`src/rtl/arb_pkg.sv`:
```
// Shared types, default sizing and helpers for the round-robin arbiter.
package arb_pkg;

   typedef enum logic {
      IDLE  = 1'b0,
      GRANT = 1'b1
   } arb_state_e;

   localparam int ARB_N        = 4;
   localparam int ARB_MAX_HOLD = 8;
   localparam int ARB_CNT_W    = 8;

   function automatic int idx_width(input int n);
      return (n > 1) ? $clog2(n) : 1;
   endfunction

endpackage

```
`src/rtl/rr_pick.sv`:
```
// Circular priority encoder: first set bit of vec scanning from start upward,
// wrapping modulo N. found is low when vec is all zeros.
module rr_pick
   import arb_pkg::*;
#(
   parameter int N     = ARB_N,
   parameter int IDX_W = idx_width(N)
) (
   input  logic [N-1:0]     vec,
   input  logic [IDX_W-1:0] start,
   output logic [IDX_W-1:0] idx,
   output logic             found
);

   logic [N-1:0]   mask_s;
   logic [2*N-1:0] dbl_s;

   // Thermometer mask selecting the positions at or above the start pointer.
   always_comb begin
      mask_s = '0;
      for (int i = 0; i < N; i++) begin
         mask_s[i] = (i >= int'(start));
      end
   end

   // Low half holds only candidates at/after start, high half the wrapped-around set,
   // so a plain lowest-bit-wins encoder over the doubled vector yields the circular winner.
   assign dbl_s = {vec, vec & mask_s};

   // Fixed-priority encoder over the doubled vector; position folds back modulo N.
   always_comb begin
      idx   = '0;
      found = 1'b0;
      for (int i = 2*N-1; i >= 0; i--) begin
         idx   = dbl_s[i] ? IDX_W'(i) : idx;
         found = found | dbl_s[i];
      end
   end

endmodule

```
`src/rtl/rr_arbiter_4.sv`:
```
// Round-robin arbiter with grant hold and timeout-forced rotation, sharing one
// downstream configuration port among N requesters.
module rr_arbiter_4
   import arb_pkg::*;
#(
   parameter int N        = ARB_N,
   parameter int IDX_W    = idx_width(N),
   parameter int MAX_HOLD = ARB_MAX_HOLD,
   parameter int CNT_W    = ARB_CNT_W
) (
   input  logic             clk,
   input  logic             rst_n,
   input  logic [N-1:0]     req,
   output logic [N-1:0]     gnt,
   output logic [IDX_W-1:0] gnt_idx,
   output logic             gnt_valid,
   output logic             preempt
);

   localparam logic             TIMEOUT_EN = (MAX_HOLD != 0);
   localparam logic [CNT_W-1:0] HOLD_LAST  = (MAX_HOLD != 0) ? CNT_W'(MAX_HOLD - 1) : '0;
   localparam logic [CNT_W-1:0] HOLD_SAT   = '1;

   arb_state_e       state_q, state_d;
   logic [N-1:0]     gnt_q, gnt_d;
   logic [IDX_W-1:0] idx_q, idx_d;
   logic [IDX_W-1:0] ptr_q, ptr_d;
   logic [CNT_W-1:0] hold_cnt_q, hold_cnt_d;
   logic             valid_q, valid_d;
   logic             preempt_q, preempt_d;

   logic [N-1:0]     others_s;
   logic [IDX_W-1:0] req_idx_s, oth_idx_s;
   logic             req_found_s, oth_found_s;
   logic             holding_s, timeout_s;

   function automatic logic [N-1:0] onehot(input logic [IDX_W-1:0] i);
      return {{(N-1){1'b0}}, 1'b1} << i;
   endfunction

   assign others_s  = req & ~onehot(idx_q);
   assign holding_s = req[idx_q];
   assign timeout_s = TIMEOUT_EN && (hold_cnt_q == HOLD_LAST);

   rr_pick #(.N(N), .IDX_W(IDX_W)) u_pick_req (
      .vec   (req),
      .start (ptr_q),
      .idx   (req_idx_s),
      .found (req_found_s)
   );

   rr_pick #(.N(N), .IDX_W(IDX_W)) u_pick_oth (
      .vec   (others_s),
      .start (ptr_q),
      .idx   (oth_idx_s),
      .found (oth_found_s)
   );

   // Next-state, grant and hold-counter logic.
   always_comb begin
      state_d    = state_q;
      gnt_d      = gnt_q;
      idx_d      = idx_q;
      ptr_d      = ptr_q;
      hold_cnt_d = hold_cnt_q;
      preempt_d  = 1'b0;

      case (state_q)
         IDLE: begin
            if (req_found_s) begin
               state_d    = GRANT;
               gnt_d      = onehot(req_idx_s);
               idx_d      = req_idx_s;
               ptr_d      = req_idx_s + IDX_W'(1);
               hold_cnt_d = '0;
            end else begin
               state_d    = IDLE;
            end
         end
         GRANT: begin
            if (!holding_s) begin
               // A release wins over a coincident timeout, so no preempt here.
               if (oth_found_s) begin
                  gnt_d      = onehot(oth_idx_s);
                  idx_d      = oth_idx_s;
                  ptr_d      = oth_idx_s + IDX_W'(1);
                  hold_cnt_d = '0;
               end else begin
                  state_d    = IDLE;
                  gnt_d      = '0;
                  idx_d      = '0;
                  hold_cnt_d = '0;
               end
            end else if (timeout_s) begin
               if (oth_found_s) begin
                  gnt_d      = onehot(oth_idx_s);
                  idx_d      = oth_idx_s;
                  ptr_d      = oth_idx_s + IDX_W'(1);
                  hold_cnt_d = '0;
                  preempt_d  = 1'b1;
               end else begin
                  // Park on the last count so the timeout re-fires as soon as someone asks.
                  hold_cnt_d = HOLD_LAST;
               end
            end else begin
               hold_cnt_d = (hold_cnt_q == HOLD_SAT) ? hold_cnt_q : hold_cnt_q + CNT_W'(1);
            end
         end
         default: begin
            state_d    = IDLE;
            gnt_d      = '0;
            idx_d      = '0;
            hold_cnt_d = '0;
         end
      endcase

      valid_d = |gnt_d;
   end

   // State and output registers, cleared asynchronously.
   always_ff @(posedge clk or negedge rst_n) begin
      if (!rst_n) begin
         state_q    <= IDLE;
         gnt_q      <= '0;
         idx_q      <= '0;
         ptr_q      <= '0;
         hold_cnt_q <= '0;
         valid_q    <= 1'b0;
         preempt_q  <= 1'b0;
      end else begin
         state_q    <= state_d;
         gnt_q      <= gnt_d;
         idx_q      <= idx_d;
         ptr_q      <= ptr_d;
         hold_cnt_q <= hold_cnt_d;
         valid_q    <= valid_d;
         preempt_q  <= preempt_d;
      end
   end

   assign gnt       = gnt_q;
   assign gnt_idx   = idx_q;
   assign gnt_valid = valid_q;
   assign preempt   = preempt_q;

endmodule

```
`config.mk`:
```
export PLATFORM = sky130hd
export DESIGN_NAME = rr_arbiter_4
export DESIGN_NICKNAME = d
export VERILOG_FILES = /design/src/rtl/arb_pkg.sv /design/src/rtl/rr_pick.sv /design/src/rtl/rr_arbiter_4.sv
export SDC_FILE = /design/constraint.sdc
export NUM_CORES = 1
export LEC_CHECK = 0
export ABC_AREA = 1
export CAP_MARGIN = 20
export CORE_MARGIN = 1
export CORE_UTILIZATION = 45
export CTS_CLUSTER_DIAMETER = 150
export CTS_CLUSTER_SIZE = 30
export DETAILED_ROUTE_END_ITERATION = 6
export PLACE_DENSITY = 0.75
export SETUP_SLACK_MARGIN = 0.3
export SKIP_LAST_GASP = 1
export SYNTH_ARGS = -nofsm -noshare
export SYNTH_HDL_FRONTEND = slang
export SYNTH_SLANG_ARGS = --single-unit
```
`constraint.sdc`:
```
create_clock -name clk -period 3.5 [get_ports clk]
set_input_delay 0.875 -clock clk [delete_from_list [all_inputs] [get_ports clk]]
set_output_delay 0.875 -clock clk [all_outputs]
set_load 0.02 [all_outputs]
```
==> results by group, run 1 <==
Timing
  – Final min period: 2.32 ns
  – Final period utilization: 0.663
  – RSZ-0062 raised after global routing: false
  – Max Clock Skew: a little over 0.009 ns
  – Rel. slew slack: 0.453
  – Final hold vios: 0
  – Final setup violation count: 0
  – Worst-margin pin slew: just over 0.8 ns
  – Setup_tns: 0 ns
  – Slew Limit Fails: 0
  – Worst setup margin: approximately 1.2 ns
  – Fmax: about 430 MHz

Synthesis
  – Synth Cell Area: 0.00139 mm²
  – Post-Synthesis Cells: a little under 200
  – Post-Synth XOR/XNOR Area: 0
  – Mux contribution to synthesized area: 0
  – Synth warn: 0
  – Syn Nets: 203
  – Post-synth cell types: 29
  – Synth Register Bits: 19
  – Mean Syn Cell Area: ~7 µm²
  – Post-Synth Simple-Gate Area: 0.447
  – Compound-Gate Fraction of Synth Area: 0.119
  – Seq/Total Area, Yosys: 0.343
  – Post-synthesis adder-cell area fraction: 0.00903
  – Largest family of logic cells by synthesized area: simple AND/OR/NAND/NOR gates

GRT
  – Largest net degree at the start of global routing: 20
  – Met1 Use GR: 0.267
  – Gr busiest metal: met2
  – Total gr overflow: 0
  – M2 GR Usage: 0.296
  – GRT Util Overall: 0.195
  – Initial antenna violation count: 0
  – Number of global-route vias before repair: 1139
  – First-pass GRT wire length: 4860 µm
  – Grt met3 use: 0.0295

Finish
  – Synthesis-to-finish area growth: 13.6%
  – Ant. Diodes: 0
  – Share of cells above drive strength 1: 0.175
  – Commonest non-fill, non-tap cell in the layout: nand2_1
  – FILL cells: 281
  – Most frequent cells in the layout: 58 x nand2_1, 20 x nor2_1, 19 x inv_1, 19 x dfrtp_1, 14 x nand3_1
  – Nets: 220

Critical path
  – Crit-path slowest cell: clkdlybuf4s50_1
  – Crit. End Element: output port
  – R2R cell count: 13
  – Setup CP Type: register to output port
  – Worst path depth: 1
  – Worst Path Max Fanout: 7
  – Crit path buf inv count: 1
  – CP delay by family, top: buffers and inverters
  – Reg2reg setup slack: 1.67 ns
  – Setup crit start kind: register
  – Worst EP arrival: 1.45 ns
  – Critical-path cell list: clkdlybuf4s50_1
  – Crit path required time: 2.62 ns
  – R2R Path End: gnt_valid
  – R2R Path Start: hold_cnt_q[0]
  – Slowest stage delay, CP: 0.66 ns

Hold path
  – Hold-critical path endpoint: hold_cnt_q[1]
  – Hold Path Depth: 1
  – Hold Path Class: register to register
  – Min-delay src: hold_cnt_q[1]

Routing
  – Antenna-violating nets left: 0
  – First-pass DRT Iterations: 6
  – Final wirelength: between 2000 and 3000 µm
  – Mean routed wirelength per cell: 11.1 µm
  – Drt drc: 4
  – Starting DRT DRC Count: 33
  – Vias per cell: slightly above 5
  – Routed vias: 1263

Run status
  – Status: finished, violations left
  – Violated checks: design-rule violations

Power
  – Pwr per Cell Area: 792 mW/mm²
  – Maximum VDD drop: about 0.36 mV
  – Leak Pwr: between 0.8 and 0.9 nW

Clock tree
  – Post-CTS Setup Inserts: 0
  – Clock sink total: 19
  – Clk buf depth: 2
  – Cts hold-fix bufs: 0
  – Resized Gates After CTS: 0
  – Worst-Skew Late Latency: between 0.3 and 0.4 ns
  – Clock slew at reported path FFs: approximately 0.12 ns
  – Total CTS buffers: 3
  – CTS root buffer: clkbuf_4
  – CTS tree: yes
  – H-tree depth: 1

Floorplanning
  – Io pins: 14
  – Die Y: 57.5 µm
  – Core ar.: about 0.0028 mm²
  – Num rows: 19
  – Die X: 57.5 µm
  – Die area: 0.00331 mm²
  – Initial cell density of the core: 0.490

Placement
  – Pre-CTS setup slack: 0.931 ns
  – HPWL after detailed placement: 2140 µm
  – PortBufs: 13
  – GPL Wtd Cong: 0.831

Flow run
  – Max Cap Viol: 0
[metrics by stage]
| step | hold WS (ns) | power [mW] | cells | area [µm²] | util |
|---|---|---|---|---|---|
| 6_report | 0.548 | 1.25 | 243 | 1580 | 0.557 |
| 5_1_grt | 0.573 | 1.37 | 243 | 1580 | 0.557 |
| 4_1_cts | 0.551 | 1.25 | 243 | 1580 | 0.557 |
| 3_5_place_dp | 0.522 | 1.13 | 239 | 1550 | 0.547 |
| 3_3_place_gp | 0.516 | 1.13 | 239 | 1550 | 0.547 |
| 2_1_floorplan | 0.487 | 0.950 | 196 | 1390 | - |
[cell type report]
cell class / count / area, µm² / area share
clock buffers: 3 / 22.5 / 0.0143
clock inverters: 1 / 5.00 / 0.00318
inverters: 27 / 106 / 0.0675
multi-input cells: 149 / 797 / 0.506
flip-flops and latches: 19 / 475 / 0.302
well taps: 31 / 38.8 / 0.0246
repair buffers: 13 / 130 / 0.0826
[cell families after synthesis]
family	Yosys count
DFF	19
adders and majority gates	1
AOI/OAI and AO/OA	27
buffers and inverters	28
and+or+nand+nor	121
[worst max path at each step]
stage               start            end  slack [ns]
3_5_place_dp       req[2]      gnt_valid        0.93
6_report       gnt_idx[0]     gnt_idx[0]        1.18
4_1_cts        gnt_idx[0]     gnt_idx[0]        1.16
3_3_place_gp       req[2]      gnt_valid        0.94
2_1_floorplan      req[3]  hold_cnt_q[3]        1.59
5_1_grt        gnt_idx[0]     gnt_idx[0]        1.10
[state kept, by name, summed over array words and instances, names as in the netlist]
signal	flops
hold_cnt_q	8
gnt	4
gnt_idx	2
ptr_q	2
gnt_valid	1
preempt	1
state_q	1
[where the power goes]
part / total, mW / internal, mW / leakage (nW) / switching (mW)
Sequential: 0.359 / 0.288 / 0.241 / 0.0711
Combinational: 0.771 / 0.292 / 0.563 / 0.479
Clock: 0.118 / 0.0427 / 0.0177 / 0.0751
Total: 1.25 / 0.623 / 0.822 / 0.625
[routing by layer]
layer	vias up	part of all wire
met1	561	0.50
met4	0	0.026
met5	-	0
li1	660	-
met3	7	0.040
met2	35	0.43
[synth_stat cells (all sizes together)]
| cell type | n | area, µm² |
|---|---|---|
| nand3 | 15 | 80.1 |
| a211oi | 1 | 7.51 |
| a22o | 2 | 17.5 |
| o21ai | 10 | 50.1 |
| nor3 | 2 | 21.3 |
| a22oi | 2 | 15.0 |
| ha | 1 | 12.5 |
| nand4 | 3 | 18.8 |
| dfrtp | 19 | 475 |
| o21a | 3 | 22.5 |
| o311ai | 1 | 8.76 |
| nand2 | 72 | 334 |
| nand3b | 1 | 7.51 |
| a21oi | 8 | 43.8 |
| inv | 27 | 106 |
| buf | 1 | 7.51 |
| nor2 | 28 | 158 |
(Power assumes the default switching activity.)
==> inputs of run 2 (changes only) <==
==> constraint.sdc (replaced) <==
create_clock -name clk -period 2.3 [get_ports clk]
set_input_delay 0.575 -clock clk [delete_from_list [all_inputs] [get_ports clk]]
set_output_delay 0.575 -clock clk [all_outputs]
set_load 0.02 [all_outputs]
==> results by group, run 2 (same netlist as run 1, synthesis figures left out) <==
Run status
  – Status: finished, violations left
  – Violated checks: design-rule violations

Timing
  – Slew Limit Fails: 0
  – Max Clock Skew: around 0.0023 ns
  – Final setup violation count: 0
  – Setup_tns: 0 ns
  – Worst-margin pin slew: 0.406 ns
  – Worst setup margin: between 0.3 and 0.4 ns
  – Fmax: 518 MHz
  – RSZ-0062 raised after global routing: true
  – Rel. slew slack: 0.729
  – Final hold vios: 0
  – Final min period: 1.93 ns
  – Final period utilization: 0.839
  – Worst hold slack: 0.552 ns

Routing
  – Antenna-violating nets left: 0
  – Starting DRT DRC Count: 46
  – Routed vias: roughly 1300
  – Drt drc: 5
  – First-pass DRT Iterations: 7
  – Final wirelength: 2750 µm
  – Vias per cell: 5.32
  – Mean routed wirelength per cell: 11.2 µm

Power
  – Maximum VDD drop: 0.635 mV
  – Pwr per Cell Area: 1210 mW/mm²
  – Leak Pwr: 0.875 nW

GRT
  – Gr busiest metal: met2
  – Initial antenna violation count: 0
  – GRT Util Overall: 0.190
  – M2 GR Usage: 0.286
  – Largest net degree at the start of global routing: 20
  – First-pass GRT wire length: 4920 µm
  – Total gr overflow: 0
  – Number of global-route vias before repair: 1174
  – Met1 Use GR: 0.269
  – Grt met3 use: 0.0317

Finish
  – Synthesis-to-finish area growth: 17.0%
  – Most frequent cells in the layout: 58 x nand2_1, 19 x inv_1, 19 x nor2_1, 19 x dfrtp_1, 13 x nand3_1
  – Top reg by flops: hold_cnt_q
  – FILL cells: about 270
  – Nets: 223
  – Max FFs per register: 8
  – Final instance area: 0.00162 mm²
  – Final core occ: 0.573
  – Share of cells above drive strength 1: 0.200
  – Ant. Diodes: 0
  – Commonest non-fill, non-tap cell in the layout: nand2_1

Critical path
  – Crit. End Element: register
  – Critical-path cell list: clkdlybuf4s50_1, nand2_1, nand3_1, nand3_2, nor2_4, nor3_4, buf_4, o21a_1
  – Slowest stage delay, CP: around 0.57 ns
  – Setup crit start kind: input port
  – Worst EP arrival: 2.13 ns
  – Crit path required time: 2.49 ns
  – Reg2reg setup slack: 0.47 ns
  – R2R Path End: ptr_q[0]
  – Worst Path Max Fanout: 6
  – R2R Path Start: hold_cnt_q[0]
  – R2R cell count: 9
  – Setup CP Type: input port to register
  – Crit-path slowest cell: clkdlybuf4s50_1

Clock tree
  – CTS tree: yes
  – Clock sink total: 19
  – H-tree depth: 1
  – Cts hold-fix bufs: 0
  – CTS root buffer: clkbuf_4
  – Worst-Skew Late Latency: 0.29 ns
  – Total CTS buffers: 3
  – Clock slew at reported path FFs: between 0.1 and 0.15 ns
  – Clk buf depth: 2

Floorplanning
  – Num rows: 19
  – Die area: around 0.0033 mm²
  – Core ar.: 0.00283 mm²
  – Die Y: 57.5 µm
  – Io pins: 14
  – Initial cell density of the core: 0.490
  – Die X: 57.5 µm

Placement
  – PortBufs: 13
  – HPWL after detailed placement: 2210 µm
  – GPL Wtd Cong: 0.826
  – Placed cell areas: 0.00156 mm²
  – Pre-CTS setup slack: 0.0121 ns

Flow run
  – Max Cap Viol: 0

Hold path
  – Hold-critical path endpoint: hold_cnt_q[1]
  – Hold Path Depth: 1
  – Hold Path Class: register to register
  – Min-delay src: hold_cnt_q[1]
run 2: through the flow:
step | cells | power [mW]
after floorplan | 196 | 1.45
after global placement | 240 | 1.72
after detailed placement | 240 | 1.74
after CTS | 244 | 1.90
after global routing | 246 | 2.16
final | 246 | 1.96
run 2: final cells by class:
class                           instances  area, µm²  area share
Inverter                               27        106      0.0656
Multi-Input combinational cell        149        815       0.502
Clock buffer                            3       22.5      0.0139
Clock inverter                          1       5.00     0.00309
Tap cell                               31       38.8      0.0239
Sequential cell                        19        475       0.293
Timing Repair Buffer                   16        159      0.0980
run 2: worst max path at each step:
| stage | start | end | slack, ns |
|---|---|---|---|
| floorplan | gnt_idx[0] | gnt_valid | 0.65 |
| global placement | req[2] | gnt_valid | 0.04 |
| finish | req[0] | ptr_q[0] | 0.37 |
| global route | req[0] | gnt_valid | 0.30 |
| CTS | gnt_idx[1] | gnt_idx[1] | 0.31 |
| detailed placement | req[2] | hold_cnt_q[7] | 0.01 |
run 2: routing by layer:
metal | routed length (µm) | vias up
met2 | 1240 | 26
li1 | - | 665
met1 | 1360 | 611
met3 | 104 | 6
met4 | 45 | 0
met5 | 0 | -
run 2: timing repair:
action | in CTS | in global routing
gates resized for setup | 1 | 7
setup endpoints to repair | 1 | 9
setup buffers | 0 | 2
pin swaps | 0 | 2
run 2: power by group:
group	leakage, nW	switching, mW	internal [mW]	total [mW]
Combinational	0.617	0.761	0.480	1.24
Clock	0.0177	0.103	0.0646	0.168
Sequential	0.241	0.112	0.438	0.550
Total	0.875	0.976	0.982	1.96
run 2: worst max-delay path, delay by kind of cell:
family	cells	cell delay (ns)
buf+inv	2	0.71
simple gates	5	0.69
compound gates	1	0.16
==> inputs of run 3 (changes only) <==
==> constraint.sdc (replaced) <==
create_clock -name clk -period 2 [get_ports clk]
set_input_delay 0.5 -clock clk [delete_from_list [all_inputs] [get_ports clk]]
set_output_delay 0.5 -clock clk [all_outputs]
set_load 0.02 [all_outputs]
==> results by group, run 3 (same netlist as run 1, synthesis figures left out) <==
Timing
  – Final period utilization: 0.861
  – Final min period: 1.72 ns
  – Worst-margin pin slew: 0.308 ns
  – Final hold vios: 0
  – Fmax: between 500 and 600 MHz
  – Final setup violation count: 0
  – Worst hold slack: 0.526 ns
  – Max Clock Skew: 0.00282 ns
  – RSZ-0062 raised after global routing: true
  – Rel. slew slack: 0.795
  – Slew Limit Fails: 0

Finish
  – Most frequent cells in the layout: 51 x nand2_1, 25 x buf_4, 17 x dfrtp_1, 16 x inv_1, 15 x nor2_1
  – Synthesis-to-finish area growth: 36.4%
  – Nets: approximately 250
  – Commonest non-fill, non-tap cell in the layout: nand2_1
  – Ant. Diodes: 0
  – Top reg by flops: hold_cnt_q
  – Max FFs per register: 8
  – FILL cells: 230
  – Share of cells above drive strength 1: 0.381

Clock tree
  – Clock slew at reported path FFs: approximately 0.11 ns
  – CTS tree: yes
  – CTS root buffer: clkbuf_4
  – Clock sink total: 19
  – Total CTS buffers: 3
  – Clk buf depth: 2
  – H-tree depth: 1
  – Worst-Skew Late Latency: 0.30 ns
  – Cts hold-fix bufs: 0

Floorplanning
  – Die Y: 57.5 µm
  – Core ar.: 0.00283 mm²
  – Io pins: 14
  – Initial cell density of the core: 0.490
  – Die X: around 58 µm
  – Num rows: 19
  – Die area: 0.00331 mm²

Critical path
  – Setup CP Type: register to register
  – Worst Path Max Fanout: 7
  – Worst EP arrival: 1.92 ns
  – Crit path required time: 2.20 ns
  – Setup crit start kind: register
  – Crit. End Element: register

Routing
  – First-pass DRT Iterations: 6
  – Starting DRT DRC Count: 72
  – Mean routed wirelength per cell: 12.6 µm
  – Routed vias: 1402
  – Antenna-violating nets left: 0
  – Drt drc: 4
  – Final wirelength: around 3400 µm
  – Vias per cell: 5.19

Placement
  – GPL Wtd Cong: 0.899
  – HPWL after detailed placement: 2340 µm
  – PortBufs: 13

Hold path
  – Hold Path Class: input port to asynchronous set/reset pin

GRT
  – Total gr overflow: 0
  – Number of global-route vias before repair: 1231
  – First-pass GRT wire length: 5440 µm
  – GRT Util Overall: 0.214
  – Largest net degree at the start of global routing: 20
  – Initial antenna violation count: 0

Power
  – Leak Pwr: 1.00 nW
  – Power consumption: about 2.6 mW
  – Pwr per Cell Area: ~1400 mW/mm²
  – Maximum VDD drop: 0.851 mV

Run status
  – Status: finished, violations left
  – Violated checks: design-rule violations

Flow run
  – Max Cap Viol: 0
==> run 3: final cells by class <==
type,instances,area [µm²],share of cell area
multi-input cells,149,911,0.482
flip-flops and latches,19,478,0.253
repair buffers,40,325,0.172
inverters,27,111,0.0589
well taps,31,38.8,0.0205
clock buffers,4,26.3,0.0139
==> run 3: power breakdown <==
group	internal [mW]	switching [mW]	total, mW
Combinational	0.777	1.05	1.83
Sequential	0.508	0.108	0.616
Clock	0.0777	0.123	0.201
Total	1.36	1.28	2.64
==> run 3: per-layer routing <==
| metal | global-route usage | share of wire |
|---|---|---|
| met5 | 0 | 0 |
| met4 | 0.0767 | 0.0056 |
| met3 | 0.0204 | 0.040 |
| met2 | 0.346 | 0.49 |
| met1 | 0.297 | 0.47 |
==> run 3: worst max-delay path, stage by stage (launching register included) <==
cell,delay [ns]
dfrtp_2,0.48
inv_4,0.11
nand2_4,0.06
nand2_4,0.07
nand2_4,0.07
nor2_8,0.17
nand2_4,0.09
nor2_8,0.20
inv_4,0.07
nand2_8,0.09
nor2_2,0.04
o21a_1,0.17
==> run 3: per-stage QoR <==
step	setup TNS (ns)	utilization	instances	area [µm²]	setup WS (ns)
floorplan	0	-	196	1390	0.345
global placement	-1.44	0.576	250	1630	-0.177
detailed placement	-1.63	0.576	250	1630	-0.178
CTS	0	0.600	258	1700	0.301
global route	0	0.668	270	1890	0.180
finish	0	0.668	270	1890	0.278
==> run 3: final timing paths <==
kind,depth (start not counted),slack [ns],endpoint,from
min reg2reg,1,0.54,ptr_q[0],ptr_q[0]
max reg2reg,11,0.28,hold_cnt_q[5],gnt_idx[0]
max in group asynchronous,2,1.25,gnt_idx[0],rst_n
min in group clk,1,0.54,ptr_q[0],ptr_q[0]
min,2,0.53,gnt[3],rst_n
max,11,0.28,hold_cnt_q[5],gnt_idx[0]
==> run 3: repair_timing <==
item	in CTS	in global routing
resized for setup	21	32
pin swaps	2	18
setup buffers	4	12
endpoints found under the setup margin	22	14
